<file path="config.mk">
export PLATFORM = sky130hd
export DESIGN_NAME = vga_capture_flat
export DESIGN_NICKNAME = d
export VERILOG_FILES = /design/src/rtl/vga_capture_if.sv /design/src/rtl/vga_capture.sv /design/src/flat_wrapper.sv
export SDC_FILE = /design/constraint.sdc
export NUM_CORES = 1
export LEC_CHECK = 0
export CAP_MARGIN = 25
export CELL_PAD_IN_SITES_DETAIL_PLACEMENT = 0
export CELL_PAD_IN_SITES_GLOBAL_PLACEMENT = 2
export CORE_MARGIN = 2
export CORE_UTILIZATION = 34
export DETAILED_ROUTE_END_ITERATION = 12
export GPL_TIMING_DRIVEN = 0
export PLACE_DENSITY_LB_ADDON = 0.1
export SLEW_MARGIN = 20
export SYNTH_ARGS = -nofsm -noshare
export SYNTH_HDL_FRONTEND = slang
export SYNTH_SLANG_ARGS = --single-unit
</file>
<file path="constraint.sdc">
create_clock -name clk -period 3.4 [get_ports clk]
set_clock_uncertainty 0.2 [all_clocks]
set_input_delay 0.34 -clock clk [delete_from_list [all_inputs] [get_ports clk]]
set_output_delay 0.34 -clock clk [all_outputs]
set_load 0.05 [all_outputs]
</file>
<file path="src/rtl/vga_capture_if.sv">
// Video input bundle and capture results exchanged with vga_capture.
// The capture block is the slave; the video source and result consumer act as the master.
interface vga_capture_if;
  localparam int unsigned COLOR_W = 8;
  localparam int unsigned COORD_W = 10;
  localparam int unsigned CSUM_W  = 32;

  logic               pix_en;
  logic               hsync;
  logic               vsync;
  logic               n_blanc;
  logic [COLOR_W-1:0] r;
  logic [COLOR_W-1:0] g;
  logic [COLOR_W-1:0] b;
  logic               start;

  logic               busy;
  logic               pix_valid;
  logic [COORD_W-1:0] pix_x;
  logic [COORD_W-1:0] pix_y;
  logic [CSUM_W-1:0]  checksum;
  logic               frame_done;
  logic               h_err;
  logic               v_err;
  logic               timeout;

  modport master (
    output pix_en, hsync, vsync, n_blanc, r, g, b, start,
    input  busy, pix_valid, pix_x, pix_y, checksum, frame_done, h_err, v_err, timeout
  );

  modport slave (
    input  pix_en, hsync, vsync, n_blanc, r, g, b, start,
    output busy, pix_valid, pix_x, pix_y, checksum, frame_done, h_err, v_err, timeout
  );
endinterface

</file>
<file path="src/rtl/vga_capture.sv">
// Captures one full video frame on request: checksums visible pixels, checks line/frame
// geometry against the expected active size and aborts when vsync never arrives.
module vga_capture #(
  parameter int unsigned H_ACTIVE = 640,
  parameter int unsigned V_ACTIVE = 480,
  parameter int unsigned TIMEOUT  = 840000
) (
  input  logic          clk,
  input  logic          rst,
  vga_capture_if.slave  bus
);
  localparam int unsigned COORD_W = 10;
  localparam int unsigned CSUM_W  = 32;
  localparam int unsigned SUM_W   = 10;
  localparam int unsigned TCNT_W  = 20;
  localparam logic [COORD_W-1:0] COORD_MAX = '1;

  typedef enum logic [1:0] {IDLE, ARM, CAPT, DONE} state_t;

  state_t              state, state_d;
  logic                prev_h, prev_v;
  logic [COORD_W-1:0]  x, x_d, y, y_d;
  logic [TCNT_W-1:0]   tcnt, tcnt_d;
  logic [CSUM_W-1:0]   csum, csum_d;
  logic                herr, herr_d, verr, verr_d, tout, tout_d;
  logic                busy_q, busy_d, pv_q, pv_d, fd_q, fd_d;
  logic [COORD_W-1:0]  px, px_d, py, py_d;

  logic                hfall, vfall;
  logic [COORD_W-1:0]  x_t, y_t;
  logic [TCNT_W-1:0]   tcnt_inc;
  logic [SUM_W-1:0]    pix_sum;

  // Edges are judged only between consecutive strobes.
  assign hfall = bus.pix_en & prev_h & ~bus.hsync;
  assign vfall = bus.pix_en & prev_v & ~bus.vsync;

  always_ff @(posedge clk or posedge rst) begin
    if (rst) begin
      state  <= IDLE;
      prev_h <= 1'b0;
      prev_v <= 1'b0;
      x      <= '0;
      y      <= '0;
      tcnt   <= '0;
      csum   <= '0;
      herr   <= 1'b0;
      verr   <= 1'b0;
      tout   <= 1'b0;
      busy_q <= 1'b0;
      pv_q   <= 1'b0;
      fd_q   <= 1'b0;
      px     <= '0;
      py     <= '0;
    end else begin
      state  <= state_d;
      if (bus.pix_en) begin
        prev_h <= bus.hsync;
        prev_v <= bus.vsync;
      end
      x      <= x_d;
      y      <= y_d;
      tcnt   <= tcnt_d;
      csum   <= csum_d;
      herr   <= herr_d;
      verr   <= verr_d;
      tout   <= tout_d;
      busy_q <= busy_d;
      pv_q   <= pv_d;
      fd_q   <= fd_d;
      px     <= px_d;
      py     <= py_d;
    end
  end

  always_comb begin
    state_d  = state;
    x_d      = x;
    y_d      = y;
    tcnt_d   = tcnt;
    csum_d   = csum;
    herr_d   = herr;
    verr_d   = verr;
    tout_d   = tout;
    pv_d     = 1'b0;
    fd_d     = 1'b0;
    px_d     = px;
    py_d     = py;
    x_t      = x;
    y_t      = y;
    tcnt_inc = tcnt + TCNT_W'(1);
    pix_sum  = SUM_W'(bus.r) + SUM_W'(bus.g) + SUM_W'(bus.b);

    unique case (state)
      IDLE: begin
        if (bus.start) begin
          state_d = ARM;
          x_d     = '0;
          y_d     = '0;
          tcnt_d  = '0;
          csum_d  = '0;
          herr_d  = 1'b0;
          verr_d  = 1'b0;
          tout_d  = 1'b0;
          px_d    = '0;
          py_d    = '0;
        end
      end
      ARM: begin
        if (vfall) begin
          state_d = CAPT;
          tcnt_d  = '0;
        end else if (bus.pix_en) begin
          tcnt_d = tcnt_inc;
          if (tcnt_inc == TCNT_W'(TIMEOUT)) begin
            tout_d  = 1'b1;
            state_d = IDLE;
          end
        end
      end
      CAPT: begin
        if (bus.pix_en) begin
          if (bus.n_blanc) begin
            csum_d = csum + CSUM_W'(pix_sum);
            pv_d   = 1'b1;
            px_d   = x;
            py_d   = y;
            if (x != COORD_MAX) x_t = x + COORD_W'(1);
          end
          // Pixel of this strobe is already in x_t, so a same-strobe sync closes a line including it.
          if ((hfall || vfall) && x_t != '0) begin
            if (x_t != COORD_W'(H_ACTIVE)) herr_d = 1'b1;
            if (y_t != COORD_MAX) y_t = y_t + COORD_W'(1);
            x_t = '0;
          end
          x_d = x_t;
          y_d = y_t;
          if (vfall) begin
            if (y_t != COORD_W'(V_ACTIVE)) verr_d = 1'b1;
            tcnt_d  = '0;
            state_d = DONE;
            fd_d    = 1'b1;
          end else begin
            tcnt_d = tcnt_inc;
            if (tcnt_inc == TCNT_W'(TIMEOUT)) begin
              tout_d  = 1'b1;
              state_d = IDLE;
            end
          end
        end
      end
      DONE: state_d = IDLE;
      default: state_d = IDLE;
    endcase

    busy_d = (state_d != IDLE);
  end

  assign bus.busy       = busy_q;
  assign bus.pix_valid  = pv_q;
  assign bus.pix_x      = px;
  assign bus.pix_y      = py;
  assign bus.checksum   = csum;
  assign bus.frame_done = fd_q;
  assign bus.h_err      = herr;
  assign bus.v_err      = verr;
  assign bus.timeout    = tout;
endmodule

</file>
<file path="src/flat_wrapper.sv">
// flat-port wrapper written by rule: the top's interface ports become plain ports
module vga_capture_flat 
#(
  parameter int unsigned H_ACTIVE = 640,
  parameter int unsigned V_ACTIVE = 480,
  parameter int unsigned TIMEOUT  = 840000
)
  (clk, rst, bus_pix_en, bus_hsync, bus_vsync, bus_n_blanc, bus_r, bus_g, bus_b, bus_start, bus_busy, bus_pix_valid, bus_pix_x, bus_pix_y, bus_checksum, bus_frame_done, bus_h_err, bus_v_err, bus_timeout);
  vga_capture_if bus_i ();
  input  logic clk;
  input  logic rst;
  input wire logic [$bits(bus_i.pix_en)-1:0] bus_pix_en;
  input wire logic [$bits(bus_i.hsync)-1:0] bus_hsync;
  input wire logic [$bits(bus_i.vsync)-1:0] bus_vsync;
  input wire logic [$bits(bus_i.n_blanc)-1:0] bus_n_blanc;
  input wire logic [$bits(bus_i.r)-1:0] bus_r;
  input wire logic [$bits(bus_i.g)-1:0] bus_g;
  input wire logic [$bits(bus_i.b)-1:0] bus_b;
  input wire logic [$bits(bus_i.start)-1:0] bus_start;
  output wire logic [$bits(bus_i.busy)-1:0] bus_busy;
  output wire logic [$bits(bus_i.pix_valid)-1:0] bus_pix_valid;
  output wire logic [$bits(bus_i.pix_x)-1:0] bus_pix_x;
  output wire logic [$bits(bus_i.pix_y)-1:0] bus_pix_y;
  output wire logic [$bits(bus_i.checksum)-1:0] bus_checksum;
  output wire logic [$bits(bus_i.frame_done)-1:0] bus_frame_done;
  output wire logic [$bits(bus_i.h_err)-1:0] bus_h_err;
  output wire logic [$bits(bus_i.v_err)-1:0] bus_v_err;
  output wire logic [$bits(bus_i.timeout)-1:0] bus_timeout;
  assign bus_i.pix_en = bus_pix_en;
  assign bus_i.hsync = bus_hsync;
  assign bus_i.vsync = bus_vsync;
  assign bus_i.n_blanc = bus_n_blanc;
  assign bus_i.r = bus_r;
  assign bus_i.g = bus_g;
  assign bus_i.b = bus_b;
  assign bus_i.start = bus_start;
  assign bus_busy = bus_i.busy;
  assign bus_pix_valid = bus_i.pix_valid;
  assign bus_pix_x = bus_i.pix_x;
  assign bus_pix_y = bus_i.pix_y;
  assign bus_checksum = bus_i.checksum;
  assign bus_frame_done = bus_i.frame_done;
  assign bus_h_err = bus_i.h_err;
  assign bus_v_err = bus_i.v_err;
  assign bus_timeout = bus_i.timeout;
  vga_capture #(.H_ACTIVE(H_ACTIVE), .V_ACTIVE(V_ACTIVE), .TIMEOUT(TIMEOUT)) u_core (.clk(clk), .rst(rst), .bus(bus_i));
endmodule
</file>
==> impl_results.md <==
* Most used DFF post-synth: dfrtp_1
* Max-slew headroom at 0.4550
* Ranking of synthesized cells by area: dfrtp_1 38%, ha_1 6.8%, o21ai_0 5.3%
* Fin crit share at 1.178
* Ant diodes at 0
* Arr. time, crit path at 4.03 ns
* DR iter-0 viols at 222
* Synth warn at 0
* RSZ-0062 raised after global routing: yes
* Antenna Violating Nets Remaining at 0
* IO buf count at 88
* Nets at 943
* # IOs at 89
* DRT Pass-1 Iters at 5
* DR vias/cell at 5.316
* Mapped Area at 6635 µm²
* Vias in the first global route at 6080
* Die area at 20650 µm²
* Total wire length at 19.04 mm
* Final hold violation count at 0
* All-Layer GR Usage at 0.1883
* Synth-to-layout area growth at 32.55%
* Largest net degree at the start of global routing at 75
* DRC viols at 0
* Largest fanout on the critical path at 5
* Peak supply drop at 0.0003032 V
* Internal reg-to-reg setup slack at 0.05 ns
* Reg2reg start: u_core.state[0]
* Inst Count DP at 1097
* Hold-fix buffer count after cts at 0
* Clock tree buffer depth at 2
* Layout cells sized above 1 at 0.1754
* Post-layout min period at 4.007 ns
* Initial Util at 0.3432
* Total CTS buffers at 9
* Die X at 143.7 µm
* Reg2Reg Depth at 10
* P_leak at 3.717 nW
* First-pass GRT wire length at 30.75 mm
* CTS Sinks at 102
* Yosys cell types at 67
* Synthesized Nets at 813
* Post-route cell area at 8795 µm²
* Setup violations, final at 25
* HPWL after DPL at 12.94 mm
* Worst min-delay path class: in2async
* Initial antenna violation count at 0
* Post-synthesis area per instance at 8.930 µm²
* Run status: finished, violations left
* CTS tree: yes
* Clk_lat worst skew at 0.36 ns
* Core area at 19330 µm²
* Slew Viols, Final at 0
* Ys async rst share at 1.000
* Hold slack at 0.1157 ns
* H-tree levels at 3
* Violated checks: negative setup slack
* Drt wl/cell at 16.66 µm
* PD cells at 464.3 nW/µm²
* Fin cells at 1143
* Vias at 6076
* Gp weighted congestion at 0.8259
* Synth Instances at 743
* Crit start category: input pin
* WS Path Type: in2reg
* Clk pin slew, worst setup/hold paths at 0.08 ns
* FP Rows at 51
* Max Cap Viol at 0
* Cell taking the most area after synthesis: dfrtp_1
* Worst Setup End Kind: flip-flop
* Remaining global-route overflow at 0
* Top-count cell post-synth: dfrtp_1
* Post-placement cell area at 7949 µm²
* Root Buffer: clkbuf_16
* Synth top area share at 0.3847
* Synthesized flop and latch total at 102
* Setup ws final at -0.6068 ns
* Critical Path RT at 3.42 ns
* Transition time of the tightest slew-check pin at 0.8175 ns
* Post-synth top cells: 102 x dfrtp_1, 81 x nand2_1, 70 x o21ai_0, 53 x nor2_1, 44 x a21oi_1
* Die height at 143.7 µm
* Crit Reg-Reg Endpoint: u_core.bus.checksum[26]
* Number of synthesized flops with an enable pin at 0
* FMAX at 249.6 MHz
* Seq/Total Area, Yosys at 0.3847
power breakdown:
part           total, W  switching, W  internal, W
combinational   0.00172       0.00105     0.000671
sequential      0.00133     0.0000623      0.00127
clock           0.00103      0.000523     0.000508
sequential cells by signal (all words and copies together), names as in the netlist, 2 cells and up:
register             count
u_core.bus.checksum     32
u_core.tcnt             20
u_core.x                10
u_core.bus.pix_x        10
u_core.state             2
u_core.bus.pix_y        10
u_core.y                10
cells by family after synthesis:
logic type,count (synthesis),share of synthesized area
XOR/XNOR,37,0.04884
multiplexers,18,0.02791
buffers and inverters,71,0.04620
AND/OR/NAND/NOR,253,0.1954
adder cells (fa/ha/maj),39,0.07694
flip-flops,102,0.3847
AO/OA/AOI/OAI,223,0.2201
routing by layer:
metal,share of wire,GRT usage,vias to the layer above
met1,0.47,0.2499,2994
li1,-,-,2952
met4,0.017,0.06863,0
met2,0.48,0.3170,109
met5,0,0,-
met3,0.031,0.02166,21
cell type report:
class                   instances  area [µm²]
repair buffers                119        1142
clock inverters                 7       58.81
inverters                      30       117.6
multi-input cells             570        4146
clock buffers                   9       225.2
fillers                      1897       10540
flip-flops and latches        102        2552
well taps                     265       331.6
plain buffers                  41       220.2
repair_timing:
action / CTS / global route
cloned: 2 / 0
pin swaps: 58 / 54
setup buffers: 24 / 9
hold endpoints to repair: 0 / 0
resized for setup: 69 / 36
setup endpoints to repair: 36 / 42
stage by stage:
stage / utilization / power (W) / TNS, ns / setup WS (ns)
finish: 0.4549 / 0.004083 / -9.880 / -0.6068
global route: 0.4549 / 0.004338 / -15.68 / -0.8257
CTS: 0.4455 / 0.004008 / -12.12 / -0.6117
detailed placement: 0.4111 / 0.002779 / -39.52 / -1.572
global placement: 0.4094 / 0.002760 / -212.08 / -1.711
floorplan: - / 0.002326 / -9.579 / -0.6006
cells in the final DEF, fill, tap and decap left out, drive strengths merged, types with 30 or more instances in the layout:
cell	Yosys	layout
dfrtp	102	102
ha	36	36
buf	12	46
clkbuf	29	39
nor2	54	54
nand3	30	30
o21ai	72	72
a21oi	44	44
nand2	81	81
clkdlybuf4s50	0	82
inv	30	32
worst max-delay path, cell delays in order:
cell      delay [ns]
buf_6           0.07
ha_4            0.12
inv_2           0.04
fa_2            0.53
inv_2           0.05
fa_2            0.37
a21oi_2         0.14
nor2_2          0.04
nor2_1          0.14
o21bai_1        0.09
a21oi_2         0.17
o21bai_1        0.09
a21oi_2         0.14
xnor2_1         0.14
ha_1            0.29
buf_6           0.15
nand3_4         0.08
o311ai_4        0.11
o21a_1          0.25
buf_8           0.15
buf_4           0.13
o211ai_1        0.19
xnor2_1         0.14
nor2_1          0.05
worst max path at each step:
stage / from / slack [ns] / end
after floorplan: bus_g[0] / -0.60 / u_core.bus.checksum[31]
after global placement: rst / -1.71 / u_core.bus.pix_x[1]
after global routing: bus_g[0] / -0.83 / u_core.bus.checksum[31]
after detailed placement: bus_g[0] / -1.57 / u_core.bus.checksum[28]
after CTS: bus_r[0] / -0.61 / u_core.bus.checksum[23]
final: bus_g[0] / -0.61 / u_core.bus.checksum[11]
Power figures use the tool's default switching activity.
